## config.mk

```make
export PLATFORM = sky130hd
export DESIGN_NAME = keypad_time_entry
export DESIGN_NICKNAME = d
export VERILOG_FILES = /design/src/rtl/keypad_time_entry_pkg.sv /design/src/rtl/keypad_time_entry_debounce.sv /design/src/rtl/keypad_time_entry.sv
export SDC_FILE = /design/constraint.sdc
export NUM_CORES = 1
export LEC_CHECK = 0
export ABC_AREA = 1
export BUFFER_PORTS_ARGS = -buffer_cell sky130_fd_sc_hd__buf_2
export CAP_MARGIN = 20
export CORE_MARGIN = 2
export CORE_UTILIZATION = 60
export DETAILED_ROUTE_END_ITERATION = 16
export GPL_TIMING_DRIVEN = 0
export PLACE_DENSITY = 0.81
export SLEW_MARGIN = 20
export SYNTH_ARGS = -nofsm -noshare
export SYNTH_HDL_FRONTEND = slang
export SYNTH_HIERARCHICAL = 1
export SYNTH_SLANG_ARGS = --single-unit
```

## constraint.sdc

```tcl
create_clock -name clk -period 9.3 [get_ports clk]
set_clock_uncertainty 0.1 [all_clocks]
set_input_delay 0.93 -clock clk [delete_from_list [all_inputs] [get_ports clk]]
set_output_delay 0.93 -clock clk [all_outputs]
set_load 0.05 [all_outputs]
```

## src/rtl/keypad_time_entry_pkg.sv

```systemverilog
// Shared definitions for the alarm-clock keypad time entry block.
//   - Time limits used when validating a committed HH:MM entry.
//   - BCD digit width, keypad size and entry buffer depth.
//   - Key FSM state encoding.
//   - Helpers: one-hot key vector to digit, BCD digit pair to binary.
package keypad_time_entry_pkg;

    localparam int unsigned MAX_HOURS   = 23;
    localparam int unsigned MAX_MINUTES = 59;
    localparam int unsigned BCD_WIDTH   = 4;
    localparam int unsigned NUM_KEYS    = 10;
    localparam int unsigned MAX_DIGITS  = 4;

    typedef enum logic {
        StWaitKey     = 1'b0,
        StWaitRelease = 1'b1
    } key_state_e;

    // Index of the set bit; only meaningful for a one-hot vector.
    function automatic logic [BCD_WIDTH-1:0] key_to_digit(input logic [NUM_KEYS-1:0] keys);
        logic [BCD_WIDTH-1:0] digit;
        digit = '0;
        for (int k = 0; k < NUM_KEYS; k++) begin
            if (keys[k]) digit = BCD_WIDTH'(k);
        end
        return digit;
    endfunction

    // Two BCD digits (each 0..9) to a binary value 0..99.
    function automatic logic [6:0] bcd_pair_to_bin(input logic [BCD_WIDTH-1:0] tens,
                                                   input logic [BCD_WIDTH-1:0] ones);
        return 7'(tens) * 7'd10 + 7'(ones);
    endfunction

endpackage

```

## src/rtl/keypad_time_entry_debounce.sv

```systemverilog
// Keypad synchroniser and debouncer.
//   clk          : system clock, rising edge
//   reset        : asynchronous, active-low
//   keys_async   : raw key lines, asynchronous to clk
//   stable_keys  : synchronised key vector
//   stable_valid : stable_keys has been unchanged for DebounceCycles cycles
module keypad_time_entry_debounce #(
    parameter int unsigned DebounceCycles = 4,
    parameter int unsigned Width          = 10
) (
    input  logic             clk,
    input  logic             reset,
    input  logic [Width-1:0] keys_async,
    output logic [Width-1:0] stable_keys,
    output logic             stable_valid
);

    localparam int unsigned CntW = $clog2(DebounceCycles + 1);

    logic [Width-1:0] sync1_q, sync2_q, sync3_q;
    logic [CntW-1:0]  held_q, held_d;

    // held_d counts the cycles sync2_q has shown its current value, including this one;
    // a change seen against sync3_q restarts it at 1. Saturates at DebounceCycles.
    always_comb begin
        if (sync2_q != sync3_q) begin
            held_d = CntW'(1);
        end else if (held_q == CntW'(DebounceCycles)) begin
            held_d = held_q;
        end else begin
            held_d = held_q + CntW'(1);
        end
    end

    always_ff @(posedge clk or negedge reset) begin
        if (!reset) begin
            sync1_q <= '0;
            sync2_q <= '0;
            sync3_q <= '0;
            held_q  <= '0;
        end else begin
            sync1_q <= keys_async;
            sync2_q <= sync1_q;
            sync3_q <= sync2_q;
            held_q  <= held_d;
        end
    end

    assign stable_keys  = sync2_q;
    assign stable_valid = (held_d == CntW'(DebounceCycles));

endmodule

```

## src/rtl/keypad_time_entry.sv

```systemverilog
// Keypad time entry: debounced digit keys build a BCD HH:MM buffer; the time or alarm
// button validates it and issues a one-cycle load strobe.
//   clk            : system clock (256 Hz), rising edge
//   reset          : asynchronous, active-low
//   keypad_buttons : one-hot digit keys 0..9, asynchronous
//   time_button    : commit entry as current time, asynchronous
//   alarm_button   : commit entry as alarm time, asynchronous
//   entry_digits   : BCD {H1,H0,M1,M0}
//   digit_count    : digits held, 0..4
//   entry_active   : digit_count != 0
//   load_hours     : committed hours, valid with load_time/load_alarm
//   load_minutes   : committed minutes, valid with load_time/load_alarm
//   load_time      : one-cycle strobe, load current time
//   load_alarm     : one-cycle strobe, load alarm time
//   entry_error    : one-cycle strobe, commit rejected
module keypad_time_entry
    import keypad_time_entry_pkg::*;
#(
    parameter int unsigned DebounceCycles = 4,
    parameter int unsigned TimeoutCycles  = 2560
) (
    input  logic        clk,
    input  logic        reset,
    input  logic [9:0]  keypad_buttons,
    input  logic        time_button,
    input  logic        alarm_button,
    output logic [15:0] entry_digits,
    output logic [2:0]  digit_count,
    output logic        entry_active,
    output logic [4:0]  load_hours,
    output logic [5:0]  load_minutes,
    output logic        load_time,
    output logic        load_alarm,
    output logic        entry_error
);

    localparam int unsigned IdleW = $clog2(TimeoutCycles + 1);

    logic [NUM_KEYS-1:0]  stable_keys;
    logic                 stable_valid;
    key_state_e           state_q;
    logic [1:0]           btn_sync1_q, btn_sync2_q, btn_sync3_q;  // {alarm, time}
    logic [IdleW-1:0]     idle_q;
    logic                 time_rise, alarm_rise, strobe_prev, commit, key_accept, entry_ok;
    logic [BCD_WIDTH-1:0] key_digit;
    logic [6:0]           hours_bin, minutes_bin;

    keypad_time_entry_debounce #(
        .DebounceCycles (DebounceCycles),
        .Width          (NUM_KEYS)
    ) u_debounce (
        .clk          (clk),
        .reset        (reset),
        .keys_async   (keypad_buttons),
        .stable_keys  (stable_keys),
        .stable_valid (stable_valid)
    );

    assign time_rise   = btn_sync2_q[0] & ~btn_sync3_q[0];
    assign alarm_rise  = btn_sync2_q[1] & ~btn_sync3_q[1];
    // A strobe last cycle blocks a new commit so strobes never run back to back.
    assign strobe_prev = load_time | load_alarm | entry_error;
    assign commit      = (time_rise | alarm_rise) & ~strobe_prev;
    assign key_accept  = (state_q == StWaitKey) && stable_valid && $onehot(stable_keys);
    assign key_digit   = key_to_digit(stable_keys);

    // A partial entry is read as right-aligned: "435" is 04:35.
    assign hours_bin   = bcd_pair_to_bin(entry_digits[15:12], entry_digits[11:8]);
    assign minutes_bin = bcd_pair_to_bin(entry_digits[7:4], entry_digits[3:0]);
    assign entry_ok    = (digit_count != 3'd0) && (hours_bin <= 7'(MAX_HOURS))
                         && (minutes_bin <= 7'(MAX_MINUTES));

    assign entry_active = (digit_count != 3'd0);

    always_ff @(posedge clk or negedge reset) begin
        if (!reset) begin
            state_q      <= StWaitKey;
            btn_sync1_q  <= '0;
            btn_sync2_q  <= '0;
            btn_sync3_q  <= '0;
            idle_q       <= '0;
            entry_digits <= '0;
            digit_count  <= '0;
            load_hours   <= '0;
            load_minutes <= '0;
            load_time    <= 1'b0;
            load_alarm   <= 1'b0;
            entry_error  <= 1'b0;
        end else begin
            btn_sync1_q <= {alarm_button, time_button};
            btn_sync2_q <= btn_sync1_q;
            btn_sync3_q <= btn_sync2_q;

            unique case (state_q)
                StWaitKey:     if (key_accept) state_q <= StWaitRelease;
                StWaitRelease: if (stable_valid && stable_keys == '0) state_q <= StWaitKey;
                default:       state_q <= StWaitKey;
            endcase

            load_time    <= 1'b0;
            load_alarm   <= 1'b0;
            entry_error  <= 1'b0;
            load_hours   <= '0;
            load_minutes <= '0;

            // Commit beats a same-cycle key accept; a key accept beats the timeout.
            if (commit) begin
                if ((time_rise && alarm_rise) || !entry_ok) begin
                    entry_error <= 1'b1;
                end else begin
                    load_time    <= time_rise;
                    load_alarm   <= alarm_rise;
                    load_hours   <= hours_bin[4:0];
                    load_minutes <= minutes_bin[5:0];
                end
                entry_digits <= '0;
                digit_count  <= '0;
                idle_q       <= '0;
            end else if (key_accept) begin
                if (digit_count < 3'(MAX_DIGITS)) begin
                    entry_digits <= {entry_digits[11:0], key_digit};
                    digit_count  <= digit_count + 3'd1;
                end
                idle_q <= '0;
            end else if (entry_active) begin
                if (idle_q == IdleW'(TimeoutCycles - 1)) begin
                    entry_digits <= '0;
                    digit_count  <= '0;
                    idle_q       <= '0;
                end else begin
                    idle_q <= idle_q + IdleW'(1);
                end
            end else begin
                idle_q <= '0;
            end
        end
    end

endmodule

```

# Word level (Yosys, flattened, before mapping)

Cells that the tools add are included.

$add $sub $neg: 14
$mul: 2
$lt $le $gt $ge: 3
Eq/ne operators: 6
Multiplexer cells: 38
Bitwise logic cells: 10
Reductions and logical operators: 13

Operator list:

| kind                                                | number |
|---|---|
| two-way mux 16 bit                                  | 5 |
| two-way mux 12 bit                                  | 4 |
| two-way mux 4 bit                                   | 7 |
| two-way mux 3 bit                                   | 7 |
| adder 7 x 4 -> 7 bit                                | 2 |
| adder 12 x 1 -> 12 bit, second input constant       | 1 |
| equality test 12 bit, second input constant         | 1 |
| multiplier 4 x 3 -> 6 bit, second input constant    | 2 |
| two-way mux 6 bit                                   | 2 |
| adder 1 x 1 -> 2 bit                                | 5 |
| zero test 10 bit                                    | 1 |
| two-way mux 5 bit                                   | 2 |
| != test 10 bit                                      | 1 |
| two-way mux 1 bit                                   | 9 |
| nonzero test 3 bit                                  | 3 |
| <= comparator 7 x 5 -> 1 bit, second input constant | 1 |
| <= comparator 7 x 6 -> 1 bit, second input constant | 1 |
| adder 2 x 2 -> 3 bit                                | 2 |
| adder 3 x 1 -> 3 bit, second input constant         | 2 |
| equality test 3 bit, second input constant          | 2 |
| logical AND 1 bit                                   | 6 |
| adder 3 x 3 -> 4 bit                                | 1 |
| adder 4 x 2 -> 4 bit                                | 1 |
| equality test 4 x 1 -> 1 bit, second input constant | 1 |
| other kinds (10)                                    | 17 |

Register bits: 85
Input bits: 14
Output and inout bits: 34
Logic and storage cells: 102

# Depth between registers and ports, before layout

Depth after elaboration: 12
Mapped depth: 17
Mapped depth without buffers: 17

# Cells and area by module

Netlist, hierarchy kept.

By module, submodules not included:

| module                     | times used | cells each | area an instance (um^2) | seq. area each (um^2) |
|---|---|---|---|---|
| keypad_time_entry          | 1          | 375        | 3208.1                  | 1301.2 |
| keypad_time_entry_debounce | 1          | 100        | 1164.9                  | 825.8 |

# Worst setup path before layout

Ideal clock, no wire load.

Kind: register to register
Start: reg u_debounce.sync2_q[0], in the netlist u_debounce/stable_keys[0]
End: reg entry_digits[14]
Library setup time: 0.074 ns
Arrival: 3.462 ns
Required time: 9.126 ns
Slack: 5.664 ns
Cell stages (with the launch flop): 16
Path buffers: 1
Period minus slack after synthesis: 3.636 ns
Cell sequence: dfrtp_1 fa_1 fa_1 inv_1 fa_1 inv_1 ha_1 inv_1 fa_1 nand2_1 nor2_1 nand3_4 nor2_4 buf_6 nand2_1 o21ai_2

Word-level cells in the longest chain between the ends: 8
Elaborated cells between the ends (all ways): 16
Classes of those cells: add/sub (4); eq/ne (4); mux (3); reduce/logical (5)

RTL lines:

| item                                                                | line                             | RTL |
|---|---|---|
| from (decl)                                                         | keypad_time_entry_debounce.sv:20 | `logic [Width-1:0] sync1_q, sync2_q, sync3_q;` |
| from (signal assigned)                                              | keypad_time_entry_debounce.sv:43 | `sync2_q <= sync1_q;` |
| adder 1 x 1 -> 2 bit (not written as such)                          | keypad_time_entry.sv:64          | `assign key_accept = (state_q == StWaitKey) && stable_valid && $onehot(stable_keys);` |
| adder 2 x 2 -> 3 bit (not written as such)                          | keypad_time_entry.sv:64          |  |
| adder 3 x 3 -> 4 bit (not written as such)                          | keypad_time_entry.sv:64          |  |
| adder 4 x 2 -> 4 bit (not written as such)                          | keypad_time_entry.sv:64          |  |
| equality test 4 x 1 -> 1 bit                                        | keypad_time_entry.sv:64          |  |
| logical AND 1 bit (*)                                               | keypad_time_entry.sv:64          |  |
| != test 3 x 2 -> 1 bit (no line), or another cell as far along      | n/a                              |  |
| AND reduction 3 bit (no line) or two-way mux 16 bit (tied branches) | n/a                              |  |
| to (signal assigned)                                                | keypad_time_entry.sv:121         | `entry_digits <= {entry_digits[11:0], key_digit};` |
| to (decl)                                                           | keypad_time_entry.sv:27          | `output logic [15:0] entry_digits,` |

Mark *: on every way between the ends. The rest lies on a longest branch, timed or not.
A chain may end at the register's enable or synchronous reset.

# Worst setup path in the final report

Start: reg u_debounce.sync2_q[3], in the netlist u_debounce/stable_keys[3]
End: reg entry_digits[12]

Same word-level chain as after synthesis.

==> impl_metrics.yaml <==
hold_path:
  holdPathStages: 0
  worstHoldStart: "u_debounce/sync1_q[9]"
  holdPathEnd: "u_debounce/stable_keys[9]"
  hp-class: "reg -> reg"
clocking:
  cts_buffer_depth: 2
  cts_resized: 0
  cts_num_sinks: 85
  holdBufCountCts: 0
  numCtsBuffers: 9
  cts_tree: "yes"
  post_cts_buffers: 0
  clkLatencyLatePin_ns: 0.37
  cts.reportedPaths.clkPinSlew_ns: 0.10
  root_buffer: "clkbuf_8"
  cts_max_level: 3
flow_run:
  drv_cap: 0
floorplan:
  die_area_um2: 7990
  io_pins: 48
  initial_core_util_pct: 61.3
  rows: 31
  core_area_um2: 7140
  die_y_um: 89.4
  die_x_um: 89.4
critical_path:
  critPathLaunchType: "flop"
  path_class: "reg -> reg"
  path_delay_family: "adder cells"
  crit_fanout: 10
  crit_path_top_delay_cell: "fa_1"
  critPathCaptureType: "flop"
  reg2regPathDepth: 15
  reg2reg_from: "u_debounce/stable_keys[3]"
  crit_required_ns: 9.50
  r2r_setup_slack_ns: 5.35
  slowest_delay_ns: 0.52
  crit_chain: "fa_1 -> fa_1 -> inv_1 -> fa_1 -> inv_1 -> ha_1 -> inv_1 -> fa_1 -> nand2_1 -> nor2_1 -> nand3_4 -> nor2_4 -> buf_6 -> nand2_1 -> o21ai_2"
  cp.arrival_ns: 4.14
  reg2reg_to: "entry_digits[12]"
  crit_top_cell: "fa_1"
  path_buf_inv: 4
layout:
  fin_util_pct: 69.7
  drive_gt1_share_pct: 23.4
  antenna_cells: 0
  ff_latch_area_um2: 2130
  multi_input_area_um2: 1910
  nFillCells: 591
  area_growth_pct: 13.8
  nets: 578
power_and_ir_drop:
  power_frac_comb_pct: 10.5
  switching_share_pct: 29.1
  power_frac_seq_pct: 53.2
  power_frac_clock_pct: 36.3
  peakVddDrop_v: 0.000144
  p_total_uw: 722
  power_density_nw_per_um2: 145
  internal_power_uw: 512
  p_switching_uw: 210
  p_leak_nw: 2.58
synth:
  yosys.area_share.simple_pct: 24.5
  synth_edf_count: 0
  synthArstFlopShare_pct: 100
  synth_compound_area_share_pct: 4.98
  synth_fa_ha_area_share_pct: 10.3
  yosysUniqueCellTypes: 30
  yosysWarnings: 6
  synth_cells: 475
  syn_area_um2: 4370
  ys_seq_elements: 85
  yosys.cell_count.top_type: "nand2_1"
  synth_top_area_share_pct: 48.6
  synth_top_family_by_area: "simple AND/OR/NAND/NOR gates"
  synthTopCellsByCount: "nand2_1, dfrtp_1, inv_1"
  synthMuxAreaShare_pct: 0
  synthTopCellsByArea: "dfrtp_1, nand2_1, inv_1"
  ys_seq_area_share_pct: 48.6
  synth-xor-area-share_pct: 3.81
  synth_area_per_cell_um2: 9.21
  yosys.area.top_type: "dfrtp_1"
  synth_nets: 519
  ys.flop_type: "dfrtp_1"
timing:
  finalSetupViolCount: 0
  hold_viol: 0
  timing.slew.headroom_pct: 69.7
  rsz0062_at_grt: "no"
  maxSlewViolCount: 0
  tightest_slew_ns: 0.454
  hold_slack_ns: 0.254
  timing.fmax_ghz: 0.253
  setup_tns_ns: 0
  period_share_pct: 42.4
  period_needed_ns: 3.95
routing:
  first_iter_violations: 89
  first_pass_iters: 4
  wl_mm: 7.80
  ant_nets: 0
  drc: 0
  detail_route.wl_per_cell_um: 12.2
  avgViaCountPerCell: 4.94
  vias: 3153
global_route:
  grt-ovfl-total: 0
  grt_pass1_wl_mm: 13.5
  antenna_found_initial: 0
  grt_pass1_vias: 3152
  grt_use_total_pct: 22.1
  grt_max_degree: 59
place:
  gp_congestion: 0.866
  hpwl_mm: 5.86
  port_buffers: 47
run_status:
  status: "finished clean"
power by group through the flow:
stage | Sequential, mW | Clock (mW) | Combinational, mW
after CTS | 0.385 | 0.269 | 0.0769
after global routing | 0.386 | 0.286 | 0.0871
after floorplan | 0.391 | 0 | 0.0512
final | 0.384 | 0.262 | 0.0757
after detailed placement | 0.392 | 0 | 0.0767
after global placement | 0.391 | 0 | 0.0702
layout make-up:
type / count / area share (%)
buffer: 6 / 1.21
inverter: 74 / 5.58
clock inverter: 7 / 1.84
timing repair buffer: 48 / 5.33
clock buffer: 9 / 2.49
tap: 99 / 2.49
multi-input combinational: 310 / 38.3
sequential: 85 / 42.7
metrics by stage:
stage | std cells | instance area [um^2] | worst slack [ns]
floorplan | 475 | 4370 | 5.66
global placement | 621 | 4730 | 5.44
detailed placement | 622 | 4760 | 5.34
CTS | 638 | 4980 | 5.29
global route | 638 | 4980 | 5.05
finish | 638 | 4980 | 5.35
registers in the layout, indices dropped and copies added (netlist names), 2 cells and up:
signal / count
idle_q: 12
u_debounce/held_q: 3
u_debounce/sync1_q: 10
u_debounce/stable_keys: 10
load_minutes: 6
btn_sync3_q: 2
btn_sync2_q: 2
entry_digits: 16
load_hours: 5
u_debounce/sync3_q: 10
btn_sync1_q: 2
digit_count: 3
cell families after synthesis:
family	after synthesis
and+or+nand+nor	232
DFF	85
buffers and inverters	80
adders and majority gates	30
AOI/OAI and AO/OA	29
xor gates and xnor gates	19
cells in the final DEF (no fill, tap or decap):
| master | synthesis | routed |
|---|---|---|
| a21oi_1 | 4 | 4 |
| and3_1 | 2 | 2 |
| buf_16 | 0 | 1 |
| buf_2 | 0 | 46 |
| buf_4 | 0 | 1 |
| buf_6 | 5 | 5 |
| clkbuf_1 | 1 | 1 |
| clkbuf_8 | 0 | 9 |
| clkinv_1 | 2 | 2 |
| clkinv_4 | 0 | 1 |
| clkinv_8 | 0 | 4 |
| dfrtp_1 | 85 | 85 |
| fa_1 | 10 | 10 |
| ha_1 | 20 | 20 |
| inv_1 | 71 | 71 |
| inv_2 | 1 | 1 |
| inv_6 | 0 | 2 |
| nand2_1 | 116 | 116 |
| nand2_2 | 11 | 11 |
| nand2_4 | 1 | 1 |
| nand3_1 | 30 | 30 |
| nand3_2 | 3 | 3 |
| nand3_4 | 2 | 2 |
| nand3b_1 | 1 | 1 |
| nand4_1 | 3 | 3 |
| nor2_1 | 36 | 36 |
| nor2_2 | 19 | 19 |
| nor2_4 | 1 | 1 |
| nor3_1 | 4 | 4 |
| o211a_1 | 1 | 1 |
| o21ai_0 | 6 | 6 |
| o21ai_2 | 18 | 18 |
| or2_0 | 1 | 1 |
| or2_1 | 1 | 1 |
| or2_2 | 1 | 1 |
| xnor2_1 | 10 | 10 |
| xor2_1 | 9 | 9 |
metal layers:
metal / global-route usage [%] / vias to the layer above / routed length, um
li1: - / 1586 / -
met1: 26.3 / 1493 / 3290
met2: 38.4 / 55 / 4040
met3: 3.97 / 19 / 294
met4: 11.1 / 0 / 180
met5: 0 / - / 0
worst max-delay path by stage:
stage | slack (ns) | start | cells past startpoint | endpoint
2_1_floorplan | 5.66 | u_debounce/stable_keys[0] | 15 | entry_digits[14]
3_3_place_gp | 5.44 | u_debounce/stable_keys[3] | 15 | entry_digits[10]
3_5_place_dp | 5.34 | u_debounce/stable_keys[3] | 15 | entry_digits[10]
4_1_cts | 5.29 | u_debounce/stable_keys[3] | 15 | entry_digits[12]
5_1_grt | 5.05 | u_debounce/stable_keys[3] | 15 | entry_digits[12]
6_report | 5.35 | u_debounce/stable_keys[3] | 15 | entry_digits[12]
worst register-to-register path: stages (launching register included):
cell and delay [ns]:
dfrtp_1 0.51, fa_1 0.49, fa_1 0.52, inv_1 0.05
fa_1 0.43, inv_1 0.06, ha_1 0.16, inv_1 0.06
fa_1 0.48, nand2_1 0.06, nor2_1 0.19, nand3_4 0.13
nor2_4 0.24, buf_6 0.18, nand2_1 0.07, o21ai_2 0.14
Power figures use the tool's default switching activity.
